**src/rtl/cpu_types_pkg.sv**
```systemverilog
// cpu_types_pkg: shared types for the memory request unit
package cpu_types_pkg;
   typedef enum logic [1:0] {RQ_IDLE, RQ_DATA, RQ_HALT} reqstate_t;
endpackage

```
**src/rtl/sat_counter.sv**
```systemverilog
// sat_counter: synchronous-clear up counter that holds at MAX
module sat_counter #(
   parameter int W = 8,
   parameter logic [W-1:0] MAX = '1
) (
   input  logic         clk,
   input  logic         clear,
   input  logic         inc,
   output logic [W-1:0] q,
   output logic         at_max
);
   assign at_max = q == MAX;
   always_ff @(posedge clk)
      if (clear) q <= '0;
      else if (inc && !at_max) q <= q + W'(1);
endmodule

```
**src/rtl/mem_request_unit.sv**
```systemverilog
// mem_request_unit: turns control-unit memory intent into held fetch/data requests on one port,
// stalls the PC until the matching hit, latches halt and keeps stall/timeout statistics
module mem_request_unit
   import cpu_types_pkg::*;
#(
   parameter int CNT_W   = 16,
   parameter int TIMEOUT = 64
) (
   input  logic             CLK,
   input  logic             nRST,
   input  logic             Iren,
   input  logic             Dren,
   input  logic             Dwen,
   input  logic             halt,
   input  logic             ihit,
   input  logic             dhit,
   output logic             imemREN,
   output logic             dmemREN,
   output logic             dmemWEN,
   output logic             pc_en,
   output logic             halted,
   output logic [CNT_W-1:0] stall_cnt,
   output logic             req_err
);
   localparam int TW = $clog2(TIMEOUT + 1);
   localparam logic [TW-1:0] T_LAST = TW'(TIMEOUT - 1);
   reqstate_t state, next_state;
   logic go_data, go_halt, err, t_inc, t_max, s_max;
   logic [TW-1:0] t_q;
   always_comb begin
      next_state = state;
      imemREN    = 1'b0;
      pc_en      = 1'b0;
      go_data    = 1'b0;
      go_halt    = 1'b0;
      err        = 1'b0;
      case (state)
         RQ_IDLE: begin
            imemREN    = Iren;
            pc_en      = ihit & ~(Dren | Dwen) & ~halt;
            go_halt    = ihit & halt;
            go_data    = ihit & ~halt & (Dren | Dwen);
            err        = (go_halt & (Dren | Dwen)) | (go_data & Dren & Dwen);
            next_state = go_halt ? RQ_HALT : go_data ? RQ_DATA : RQ_IDLE;
         end
         RQ_DATA: begin
            pc_en      = dhit;
            next_state = dhit ? RQ_IDLE : RQ_DATA;
         end
         default: ;
      endcase
   end
   always_ff @(posedge CLK)
      if (!nRST) state <= RQ_IDLE;
      else state <= next_state;
   // Data request is latched at fetch time so later control changes cannot disturb it
   always_ff @(posedge CLK)
      if (!nRST || (state == RQ_DATA && dhit)) begin
         dmemREN <= 1'b0;
         dmemWEN <= 1'b0;
      end else if (go_data) begin
         dmemREN <= Dren & ~Dwen;
         dmemWEN <= Dwen;
      end
   assign halted = state == RQ_HALT;
   assign t_inc  = (state == RQ_DATA) & ~dhit & ~t_max;
   always_ff @(posedge CLK)
      req_err <= nRST & (err | (t_inc & (t_q == T_LAST)));
   sat_counter #(.W(CNT_W)) u_stall (
      .clk(CLK), .clear(~nRST), .inc(~pc_en & ~halted & ~s_max), .q(stall_cnt), .at_max(s_max)
   );
   sat_counter #(.W(TW), .MAX(TW'(TIMEOUT))) u_tout (
      .clk(CLK), .clear(~nRST | go_data), .inc(t_inc), .q(t_q), .at_max(t_max)
   );
endmodule

```
**config.mk**
```make
export PLATFORM = sky130hd
export DESIGN_NAME = mem_request_unit
export DESIGN_NICKNAME = d
export VERILOG_FILES = /design/src/rtl/cpu_types_pkg.sv /design/src/rtl/sat_counter.sv /design/src/rtl/mem_request_unit.sv
export SDC_FILE = /design/constraint.sdc
export NUM_CORES = 1
export LEC_CHECK = 0
export ABC_AREA = 1
export CORE_ASPECT_RATIO = 0.75
export CORE_UTILIZATION = 46
export DETAILED_ROUTE_END_ITERATION = 10
export HOLD_SLACK_MARGIN = 0.02
export PLACE_DENSITY = 0.75
export SLEW_MARGIN = 20
export SYNTH_ARGS = -nofsm -noshare
export SYNTH_HDL_FRONTEND = slang
export SYNTH_SLANG_ARGS = --single-unit
```
**constraint.sdc**
```tcl
create_clock -name CLK -period 1.4 [get_ports CLK]
set_input_delay 0.28 -clock CLK [delete_from_list [all_inputs] [get_ports CLK]]
set_output_delay 0.28 -clock CLK [all_outputs]
set_load 0.01 [all_outputs]
```
==> impl_metrics.yaml, run 1 <==
clock_tree:
  clk_latency_ns: 0.28
  cts_sinks: 28
  cts.clk_slew.worst_paths_ns: 0.10
  cts_tree: "yes"
  clock-root-buffer: "clkbuf_8"
  cts.htree.levels: 1
  postCtsHoldBufs: 0
  cts_buffers: 3
  cts_max_path_buffers: 2
drt:
  dr_wl_met2_mm: 2.03
  wirelength_mm: 4.33
  wl_per_cell_um: 12.5
  via_count: 1773
  wl_met3_um: 242
  drc: 0
  drt_iter0_drc: 76
  via_per_inst: 5.09
  top_layer_used: "met4"
  m1WireLength_mm: 2.02
  postRouteAntennaNets: 0
  drtPass1Iterations: 4
yosys:
  synth_top_area_share: 0.362
  yosysMostFrequentCell: "nand2_1"
  ys_top_cells_by_area: "dfxtp_1 (36%), nand2_1 (18%), nor2_1 (9.5%)"
  syn-cell-area_um2: 1550
  synthCells: 236
  synth.largest_area_cell: "dfxtp_1"
  ys_ff_latch: 28
  post_synth.cell_area_avg_um2: 6.55
  yosysWarnings: 0
  syn_nets: 247
  seq_area_frac_synth: 0.362
  synth-edff-count: 0
  ys.flop_type: "dfxtp_1"
  ys_types: 22
  ys_top_cells_by_count: "nand2_1 (75), nor2_1 (39), dfxtp_1 (28), a21oi_1 (25), inv_1 (21)"
  async_flop_share: 0
run_status:
  outcome: "finished with violations"
  violations: "setup timing"
floorplanning:
  die_h_um: 52.2
  start_util: 0.505
  fp.dieW_um: 69.0
  die_area_um2: 3600
  io_pins: 30
  coreArea_um2: 3060
  rows: 17
cells_and_area:
  fin_nets: 322
  drive_gt1_frac: 0.342
  syn_to_final_growth_pct: 52.6
  finish.utilization: 0.770
  n_antenna_cell: 0
setup_path:
  cp_common_cell: "nor2_4"
  critPathBufInv: 3
  required_ns: 1.61
  crit_chain: "buf_6, ha_4, inv_2, nor2_4, nand2_4, nor2_4, nor2_4, buf_12, nand3_2, nand2_1, nor2_1"
  crit_type: "flip-flop to flip-flop"
  cp_slowest_cell: "dfxtp_2"
  cp-end-kind: "flip-flop"
  max_stage_delay_ns: 0.35
  path_max_fanout: 13
  critPathTopFamily: "simple AND/OR/NAND/NOR gates"
  cp_data_arrival_time_ns: 1.74
  crit_path_start_kind: "flip-flop"
placement:
  hpwl_mm: 2.75
  port_buffers: 29
  gp_congestion: 0.752
  pre_cts_ws_ns: -0.502
timing:
  whs_ns: 0.476
  layout_min_cycle_time_ns: 1.52
  fin_crit_sh: 1.09
  fin_ws_ns: -0.122
  finalHoldViolCount: 0
  slew_headroom: 0.759
  fin_setup_tns_ns: -1.51
  finClkSkew_ns: 0.00455
  rsz0062_at_grt: "yes"
  max_freq_mhz: 657
  setup_violations: 17
  drv_slew: 0
  worstMarginPinSlew_ns: 0.361
global_routing:
  grt_max_degree: 16
  antenna_found_initial: 0
  grt_pass1_wl_mm: 6.67
  gr-usage-all-layers: 0.250
  grt_pass1_vias: 1613
  grt_overflow: 0
power:
  power_density_nw_per_um2: 702
  power.leakage_nw: 1.08
  ir_drop_v: 0.000628
run:
  drv_cap: 0
hold_path:
  hold_class: "flip-flop to flip-flop"
-- power by group --
part           switching (W)  leakage, nW  internal, W  total (W)
Clock               0.000255       0.0228     0.000204   0.000459
Combinational       0.000185        0.821     0.000174   0.000359
Sequential         0.0000176        0.234     0.000819   0.000837
-- flip-flops by register name, indices dropped and copies added (netlist names) --
register / cells
u_stall.q: 16
req_err: 1
dmemREN: 1
u_tout.q: 7
dmemWEN: 1
state: 2
-- area by class of cell --
type | count | area [um2]
Sequential cell | 28 | 582
Clock buffer | 4 | 45.0
Inverter | 22 | 82.6
Fill cell | 229 | 703
Multi-Input combinational cell | 185 | 1000
Tap cell | 38 | 47.5
Timing Repair Buffer | 71 | 602
-- worst min-delay path: cells and delay by family (launching register included) --
kind / cells / cell delay, ns
DFF: 1 / 0.32
and+or+nand+nor: 1 / 0.06
AOI/OAI and AO/OA: 1 / 0.05
-- what timing repair did --
| action | CTS | global route |
|---|---|---|
| resized for setup | 66 | 25 |
| setup endpoints to repair | 38 | 28 |
| setup buffers | 9 | 5 |
| gates cloned | 2 | 0 |
| pin swaps | 13 | 9 |
-- routing by layer --
metal | up-vias | global-route usage
met5 | - | 0
met4 | 0 | 0.0680
met3 | 6 | 0.0565
met2 | 55 | 0.430
met1 | 817 | 0.311
li1 | 895 | -
-- logic make-up after synthesis --
family / after synthesis / synth area share
AOI/OAI and AO/OA: 29 / 0.0938
xor gates and xnor gates: 6 / 0.0340
and+or+nand+nor: 145 / 0.408
buffers and inverters: 25 / 0.0777
adders and majority gates: 3 / 0.0243
DFF: 28 / 0.362
-- through the flow --
step                std cells  total power [W]  cell area (um2)
floorplan                 236         0.000999             1560
global placement          331          0.00113             2110
detailed placement        331          0.00114             2110
CTS                       345          0.00164             2270
global route              348          0.00173             2360
finish                    348          0.00166             2360
-- worst paths after layout --
check | depth (start not counted) | end | slack, ns | from
setup / recovery | 11 | u_stall.q[13]$_SDFFE_PN0P_ | -0.12 | u_stall.q[1]$_SDFFE_PN0P_
hold / removal | 2 | dmemWEN$_SDFFE_PP0P_ | 0.48 | dmemWEN$_SDFFE_PP0P_
setup reg to reg | 11 | u_stall.q[13]$_SDFFE_PN0P_ | -0.12 | u_stall.q[1]$_SDFFE_PN0P_
hold reg to reg | 2 | dmemWEN$_SDFFE_PP0P_ | 0.48 | dmemWEN$_SDFFE_PP0P_
-- placed cells by master, fill, tap and decap left out, drive strengths merged, types with 2 or more instances in the layout --
cell type,synthesis,layout
buf,3,46
clkbuf,0,4
nand4,2,2
ha,3,3
or2,3,3
inv,22,22
o21ai,4,4
nand2,77,77
xnor2,3,3
clkdlybuf4s50,0,3
a21oi,25,25
xor2,3,3
nor2,42,44
dfxtp,28,28
dlygate4sd2,0,21
nand3,20,20
(Power assumes the default switching activity.)
==> inputs of run 2 (changes only) <==
--- a/config.mk
+++ b/config.mk
@@ -8,6 +8,7 @@
 export ABC_AREA = 1
 export CORE_ASPECT_RATIO = 0.75
 export CORE_UTILIZATION = 46
+export CTS_CLUSTER_SIZE = 10
 export DETAILED_ROUTE_END_ITERATION = 10
 export HOLD_SLACK_MARGIN = 0.02
 export PLACE_DENSITY = 0.75
==> results of run 2 <==
The final DEF is identical to that of run 1; final timing and power are the same.
